<file path="src/rtl/seq_det_pkg.sv">
`default_nettype none
// ============================================================================
//  Module      : seq_det_pkg
//  Description : Shared constants, FSM encoding and width helper for the
//                serial pattern-detection controller.
//  Revision    : 1.0 - initial release
// ============================================================================
package seq_det_pkg;

    localparam int MAXLEN_DEF = 8;
    localparam int CW_DEF     = 8;
    localparam int TW_DEF     = 16;

    localparam logic [1:0] ST_IDLE   = 2'd0;
    localparam logic [1:0] ST_SEARCH = 2'd1;
    localparam logic [1:0] ST_DONE   = 2'd2;

    // Width needed to hold a pattern length in the range 0..maxlen
    function automatic int lw_of(input int maxlen);
        return $clog2(maxlen + 1);
    endfunction

endpackage
`default_nettype wire

</file>
<file path="src/rtl/seq_pattern_matcher.sv">
`default_nettype none
// ============================================================================
//  Module      : seq_pattern_matcher
//  Description : Shift register plus bits-seen counter; flags a match of the
//                low len bits against pattern on the bit being shifted in.
//  Revision    : 1.0 - initial release
// ============================================================================
module seq_pattern_matcher
    import seq_det_pkg::*;
#(
    parameter int MAXLEN = MAXLEN_DEF,
    parameter int LW     = lw_of(MAXLEN)
) (
    input  logic              clk,
    input  logic              rst,
    input  logic              clear,
    input  logic              shift_en,
    input  logic              x,
    input  logic [MAXLEN-1:0] pattern,
    input  logic [LW-1:0]     len,
    output logic              match
);

    localparam logic [LW-1:0] c_max_len = LW'(MAXLEN);

    logic [MAXLEN-1:0] r_sr;
    logic [MAXLEN-1:0] w_sr_next;
    logic [MAXLEN-1:0] w_mask;
    logic [LW-1:0]     r_bits;
    logic [LW-1:0]     w_bits_next;

    // Match is judged on the post-shift view so the hit lines up with the bit
    always_comb begin
        w_sr_next   = {r_sr[MAXLEN-2:0], x};
        w_bits_next = (r_bits == c_max_len) ? r_bits : r_bits + 1'b1;
        for (int i = 0; i < MAXLEN; i++) begin
            w_mask[i] = (i < int'(len));
        end
        match = shift_en && (w_bits_next >= len) &&
                (((w_sr_next ^ pattern) & w_mask) == '0);
    end

    always_ff @(posedge clk) begin
        if (rst || clear) begin
            r_sr   <= '0;
            r_bits <= '0;
        end else if (shift_en) begin
            r_sr   <= w_sr_next;
            r_bits <= w_bits_next;
        end
    end

endmodule
`default_nettype wire

</file>
<file path="src/rtl/seq_detect_ctrl.sv">
`default_nettype none
// ============================================================================
//  Module      : seq_detect_ctrl
//  Description : Programmable serial pattern detector with config handshake,
//                hit target, bit-count timeout and abort.
//  Revision    : 1.0 - initial release
// ============================================================================
module seq_detect_ctrl
    import seq_det_pkg::*;
#(
    parameter  int MAXLEN = MAXLEN_DEF,
    parameter  int CW     = CW_DEF,
    parameter  int TW     = TW_DEF,
    localparam int LW     = lw_of(MAXLEN)
) (
    input  logic              clk,
    input  logic              rst,
    input  logic              cfg_valid,
    output logic              cfg_ready,
    input  logic [MAXLEN-1:0] cfg_pattern,
    input  logic [LW-1:0]     cfg_len,
    input  logic [CW-1:0]     cfg_target,
    input  logic [TW-1:0]     cfg_timeout,
    output logic              cfg_err,
    input  logic              start,
    input  logic              abort,
    input  logic              x_valid,
    input  logic              x,
    output logic              busy,
    output logic              hit,
    output logic              done,
    output logic              timed_out,
    output logic [CW-1:0]     match_count
);

    localparam logic [LW-1:0] c_max_len = LW'(MAXLEN);
    localparam logic [CW-1:0] c_cnt_max = '1;

    logic [1:0]        r_state;
    logic [1:0]        w_state_next;
    logic              r_cfg_loaded;
    logic              r_cfg_err;
    logic              r_hit;
    logic              r_timed_out;
    logic [MAXLEN-1:0] r_pattern;
    logic [LW-1:0]     r_len;
    logic [CW-1:0]     r_target;
    logic [CW-1:0]     r_count;
    logic [CW-1:0]     w_count_next;
    logic [TW-1:0]     r_timeout;
    logic [TW-1:0]     r_timer;
    logic [TW-1:0]     w_timer_next;
    logic              w_cfg_acc;
    logic              w_cfg_ok;
    logic              w_start;
    logic              w_step;
    logic              w_match;
    logic              w_tgt;
    logic              w_tmo;

    // A config offer in the same cycle as start wins; start is dropped
    always_comb begin
        w_cfg_acc    = cfg_valid && (r_state == ST_IDLE);
        w_cfg_ok     = (cfg_len != '0) && (cfg_len <= c_max_len);
        w_start      = start && r_cfg_loaded && !w_cfg_acc && (r_state == ST_IDLE);
        w_step       = x_valid && !abort && (r_state == ST_SEARCH);
        w_timer_next = r_timer + 1'b1;
        w_count_next = (w_match && (r_count != c_cnt_max)) ? r_count + 1'b1 : r_count;
        w_tgt        = w_match && (r_target != '0) && (w_count_next == r_target);
        w_tmo        = w_step && (r_timeout != '0) && (w_timer_next == r_timeout) && !w_tgt;
    end

    seq_pattern_matcher #(
        .MAXLEN (MAXLEN),
        .LW     (LW)
    ) u_matcher (
        .clk      (clk),
        .rst      (rst),
        .clear    (w_start),
        .shift_en (w_step),
        .x        (x),
        .pattern  (r_pattern),
        .len      (r_len),
        .match    (w_match)
    );

    always_ff @(posedge clk) begin
        if (rst) begin
            r_state <= ST_IDLE;
        end else begin
            r_state <= w_state_next;
        end
    end

    always_comb begin
        w_state_next = r_state;
        case (r_state)
            ST_IDLE: begin
                if (w_start) begin
                    w_state_next = ST_SEARCH;
                end
            end
            ST_SEARCH: begin
                if (abort) begin
                    w_state_next = ST_IDLE;
                end else if (w_tgt || w_tmo) begin
                    w_state_next = ST_DONE;
                end
            end
            default: w_state_next = ST_IDLE;
        endcase
    end

    always_comb begin
        cfg_ready = (r_state == ST_IDLE);
        busy      = (r_state == ST_SEARCH);
        done      = (r_state == ST_DONE);
    end

    always_ff @(posedge clk) begin
        if (rst) begin
            r_cfg_loaded <= 1'b0;
            r_cfg_err    <= 1'b0;
            r_pattern    <= '0;
            r_len        <= '0;
            r_target     <= '0;
            r_timeout    <= '0;
            r_hit        <= 1'b0;
            r_timer      <= '0;
            r_count      <= '0;
            r_timed_out  <= 1'b0;
        end else begin
            r_cfg_err <= w_cfg_acc && !w_cfg_ok;
            r_hit     <= w_match;
            if (w_cfg_acc && w_cfg_ok) begin
                r_pattern    <= cfg_pattern;
                r_len        <= cfg_len;
                r_target     <= cfg_target;
                r_timeout    <= cfg_timeout;
                r_cfg_loaded <= 1'b1;
            end
            if (w_start) begin
                r_timer     <= '0;
                r_count     <= '0;
                r_timed_out <= 1'b0;
            end else if (w_step) begin
                r_timer <= w_timer_next;
                r_count <= w_count_next;
                if (w_tmo) begin
                    r_timed_out <= 1'b1;
                end
            end
        end
    end

    assign cfg_err     = r_cfg_err;
    assign hit         = r_hit;
    assign timed_out   = r_timed_out;
    assign match_count = r_count;

endmodule
`default_nettype wire
</file>
<file path="config.mk">
export PLATFORM = sky130hd
export DESIGN_NAME = seq_detect_ctrl
export DESIGN_NICKNAME = d
export VERILOG_FILES = /design/src/rtl/seq_det_pkg.sv /design/src/rtl/seq_pattern_matcher.sv /design/src/rtl/seq_detect_ctrl.sv
export SDC_FILE = /design/constraint.sdc
export NUM_CORES = 1
export LEC_CHECK = 0
export ABC_CLOCK_PERIOD_IN_PS = 8400
export CAP_MARGIN = 20
export CORE_ASPECT_RATIO = 1.75
export CORE_MARGIN = 2
export CORE_UTILIZATION = 59
export CTS_CLUSTER_DIAMETER = 80
export DETAILED_ROUTE_END_ITERATION = 16
export MAX_ROUTING_LAYER = met4
export PLACE_DENSITY = 0.88
export SKIP_CTS_REPAIR_TIMING = 1
export SLEW_MARGIN = 25
export SYNTH_ARGS = -nofsm -noshare
export SYNTH_HDL_FRONTEND = slang
export SYNTH_SLANG_ARGS = --single-unit
</file>
<file path="constraint.sdc">
create_clock -name clk -period 8.4 [get_ports clk]
set_clock_uncertainty 0.15 [all_clocks]
set_input_delay 0.84 -clock clk [delete_from_list [all_inputs] [get_ports clk]]
set_output_delay 0.84 -clock clk [all_outputs]
set_load 0.02 [all_outputs]
</file>
==> summary.txt <==
====================================================================================================
Status                                                                                     completed
Logic depth of the worst register-to-register path                                                14
Synthesized net count                                                                            602
Number of detailed-routing iterations run before antenna repair                                    5
Pins over their slew limit                                                                         0
Start point of the critical path                                                               abort
Number of H-tree levels                                                                            3
Worst hold path cell count                                                                         2
Cell variety after synth                                                                          53
Final routed wire length divided by cell count                                               16.9 µm
Placed wire-length estimate after detailed placement                                         8.41 mm
Areal power density over the cells                                                        172 nW/µm²
Count of unresolved DRC violations after routing                                                   0
Clock-pin slew reported for the worst setup and hold paths after clock tree synthesis        0.06 ns
Core Area                                                                                   6910 µm²
Initial core utilization                                                                       0.610
Combinational family with the most area after synthesis                                 simple AND/OR/NAND/NOR gates
Fraction of layout cells with a size suffix above 1                                           0.0486
Complex-gate fraction of the synthesized area                                                  0.153
Hold crit path type                                                                     flop to flop
Start point of the worst min-delay path                                                 u_matcher.r_sr[6]$_SDFFE_PP0P_
Slowest stage delay, CP                                                                      0.60 ns
Syn_area_per_cell                                                                           7.64 µm²
Max Fclk                                                                                   0.236 GHz
Total congestion overflow                                                                          0
Wire length of the first global-routing pass                                                 18.6 mm
Arr. time, crit path                                                                         4.30 ns
Synth Instances                                                                                  551
Chip height                                                                                   116 µm
Reg2reg setup slack                                                                          4.64 ns
Cell types occupying the most area after synthesis                                      dfxtp_1, nand2_1, xnor2_1, a21oi_1, xor2_1
Ys Warns                                                                                           0
Slew Limit Headroom                                                                            0.499
Capturing point of the worst reg2reg path                                               timed_out$_SDFFE_PP0P_
Clock tree root buffer cell                                                                clkbuf_16
Tightest Pin Transition                                                                     0.752 ns
Category of the most critical setup path                                                primary input to flop
Reg area                                                                                    1540 µm²
Simple-gate share of the synthesized area                                                      0.294
Residual antenna-violating net count after detailed routing                                        0
Die span in x                                                                                67.9 µm
Share of synthesized area spent on multiplexers                                              0.00594
GRT Resource Usage Total                                                                       0.325
Total wire length                                                                            11.5 mm
Number of placed instances with taps included                                                    665
Critical-path cell list                                                                 clkdlybuf4s50_1, nor3b_1, nand2_1, a211oi_1, and3_1, mux2_4, or4_4, nor4b_2, a21oi_1
Post-synthesis instance area                                                                4210 µm²
Post-route setup TNS                                                                            0 ns
Required time reported for the critical path endpoint                                        8.47 ns
Comb power frac                                                                                0.104
Leading area contributor after synthesis                                                     dfxtp_1
Area added between synthesis and finish                                                        20.9%
Number of global-route vias before repair                                                       4026
Part of the power in the clock network                                                         0.455
Critical Path Slowest Stage Cell                                                            a211oi_1
Clk sink count                                                                                    77
Hold EP                                                                                 u_matcher.r_sr[6]$_SDFFE_PP0P_
IR drop worst, VDD                                                                          0.165 mV
Antenna cells                                                                                      0
Element type at the critical path start                                                 primary input
Type of element capturing the critical path                                                     flop
Sequential-to-total area share from yosys stat                                                 0.366
Number of flops mapped to enable cells by yosys                                                    0
Leakage power of the design                                                                  1.81 nW
Net switching fraction of the power                                                            0.232
Boundary pin count                                                                                57
Post-Place Cell Area                                                                        4780 µm²
Internal power                                                                            0.000674 W
Fill cell count                                                                                  531
Count of input and output buffers                                                                 56
RSZ-0062 raised after global routing                                                              no
Minimum clock period after layout                                                            4.23 ns
Reg-to-reg startpoint                                                                   u_matcher.r_bits[0]$_SDFFE_PP0P_
Number of placement rows                                                                          40
CTS tree                                                                                         yes
Final std cell area, no fill                                                                5090 µm²
Non-filler instance count after layout                                                           681
Final count of hold timing violations                                                              0
Vias post-DR                                                                                    4089
Fraction of synthesized cell area in xor and xnor cells                                        0.114
CTS Buf Count                                                                                      9
Adder-cell share of the synthesized area                                                      0.0238
Final worst-path cycle share                                                                   0.504
Ys async rst share                                                                                 0
NumNets Final                                                                                    643
Post-synthesis register bit count                                                                 77
Switching power                                                                           0.000204 W
Area of the die                                                                             7860 µm²
Antenna violations before repair                                                                   0
Area of the multi-input gates                                                               2490 µm²
Max-capacitance violation count                                                                    0
Top FF cell, synth                                                                           dfxtp_1
Maximum fanout along the worst path                                                               21
Final weighted congestion of routability-driven global placement                               0.974
Maximum number of pins on one net before global-route repair                                      43
Seq pwr share                                                                                  0.441
Via density per instance                                                                        6.00
Clk Latency, worst-skew pair                                                                 0.33 ns
Violation count after the first detailed-route iteration                                         276
Number of buffers on the longest clock path                                                        2
Fraction of post-synthesis cell area in the top cell type by area                              0.366
Final Setup Violations                                                                             0
====================================================================================================
## cells in the final DEF, fill, tap and decap left out, drive strengths merged, types with 15 or more instances in the layout
cell type	count
o21ai	19
nand3	15
clkdlybuf4s50	56
nand2	117
nor2	36
xor2	19
dfxtp	77
xnor2	36
a21oi	62
## per-stage QoR
| stage | hold slack, ns | setup WS (ns) | power [W] | util |
|---|---|---|---|---|
| floorplan | 0.291 | 4.90 | 0.000445 | - |
| global placement | 0.303 | 3.98 | 0.000482 | 0.692 |
| detailed placement | 0.314 | 3.90 | 0.000485 | 0.692 |
| CTS | 0.322 | 4.19 | 0.000880 | 0.737 |
| global route | 0.351 | 3.93 | 0.000903 | 0.737 |
| finish | 0.325 | 4.17 | 0.000878 | 0.737 |
## critical path: cells and delay by family
kind                   cells  cell delay (ns)
and+or+nand+nor            5             1.98
buffers and inverters      1             0.44
muxes                      1             0.34
AOI/OAI and AO/OA          2             0.69
## Yosys cell counts (2+ instances only)
cell type / count
o22ai_1: 3
clkbuf_1: 24
buf_4: 2
a311oi_1: 2
nor3b_1: 2
nand4_1: 10
nor4b_1: 2
nor4_1: 10
a31oi_1: 4
ha_1: 8
a211oi_1: 6
nand3_1: 15
and3_1: 6
xnor2_1: 36
o211ai_1: 2
nand2_1: 116
and2_1: 2
a21oi_1: 62
o21ai_0: 19
buf_2: 3
inv_1: 13
nor2b_1: 9
nor3_1: 12
o21bai_1: 2
or3_1: 9
dfxtp_1: 77
nor2_1: 36
xor2_1: 19
nand2b_1: 10
and4_1: 3
nand4b_1: 2
or4_1: 4
## final cells by class
class                      instances  share of cell area
timing repair buffer              60               0.116
tap                               84              0.0206
clock buffer                      13              0.0531
clock inverter                     3             0.00836
sequential                        77               0.303
multi-input combinational        431               0.490
inverter                          13             0.00958
## metal layers
| layer | track usage | up-vias | part of all wire |
|---|---|---|---|
| li1 | - | 1988 | - |
| met1 | 0.344 | 1927 | 0.39 |
| met2 | 0.551 | 129 | 0.52 |
| met3 | 0.0456 | 45 | 0.046 |
| met4 | 0.208 | 0 | 0.053 |
| met5 | - | - | 0 |
## sequential cells by signal, indices dropped and copies added (netlist names)
| register | cells |
|---|---|
| cfg_err | 1 |
| hit | 1 |
| match_count | 8 |
| r_cfg_loaded | 1 |
| r_len | 4 |
| r_pattern | 8 |
| r_state | 2 |
| r_target | 8 |
| r_timeout | 16 |
| r_timer | 16 |
| timed_out | 1 |
| u_matcher.r_bits | 4 |
| u_matcher.r_sr | 7 |
## power by group through the flow
stage               clock, W  sequential, W  combinational [W]
finish              0.000399       0.000387          0.0000913
global route        0.000415       0.000389          0.0000998
global placement           0       0.000395          0.0000873
CTS                 0.000402       0.000387          0.0000911
detailed placement         0       0.000395          0.0000895
floorplan                  0       0.000391          0.0000538
## cell families (layout without fill, tap and decap cells)
logic type               count (synthesis)  in the layout
AND/OR/NAND/NOR                        255            255
AO/OA/AOI/OAI                          111            111
flip-flops                              77             77
XOR/XNOR                                55             55
buffers and inverters                   43             89
adder cells (fa/ha/maj)                  8              8
multiplexers                             2              2
## worst max path at each step
stage	to	slack [ns]	depth (start not counted)
global route	timed_out$_SDFFE_PP0P_	3.93	9
CTS	timed_out$_SDFFE_PP0P_	4.19	9
finish	timed_out$_SDFFE_PP0P_	4.17	9
detailed placement	timed_out$_SDFFE_PP0P_	3.90	9
floorplan	timed_out$_SDFFE_PP0P_	4.90	15
global placement	timed_out$_SDFFE_PP0P_	3.98	9
Note: power is estimated with default switching activity, not from simulation.
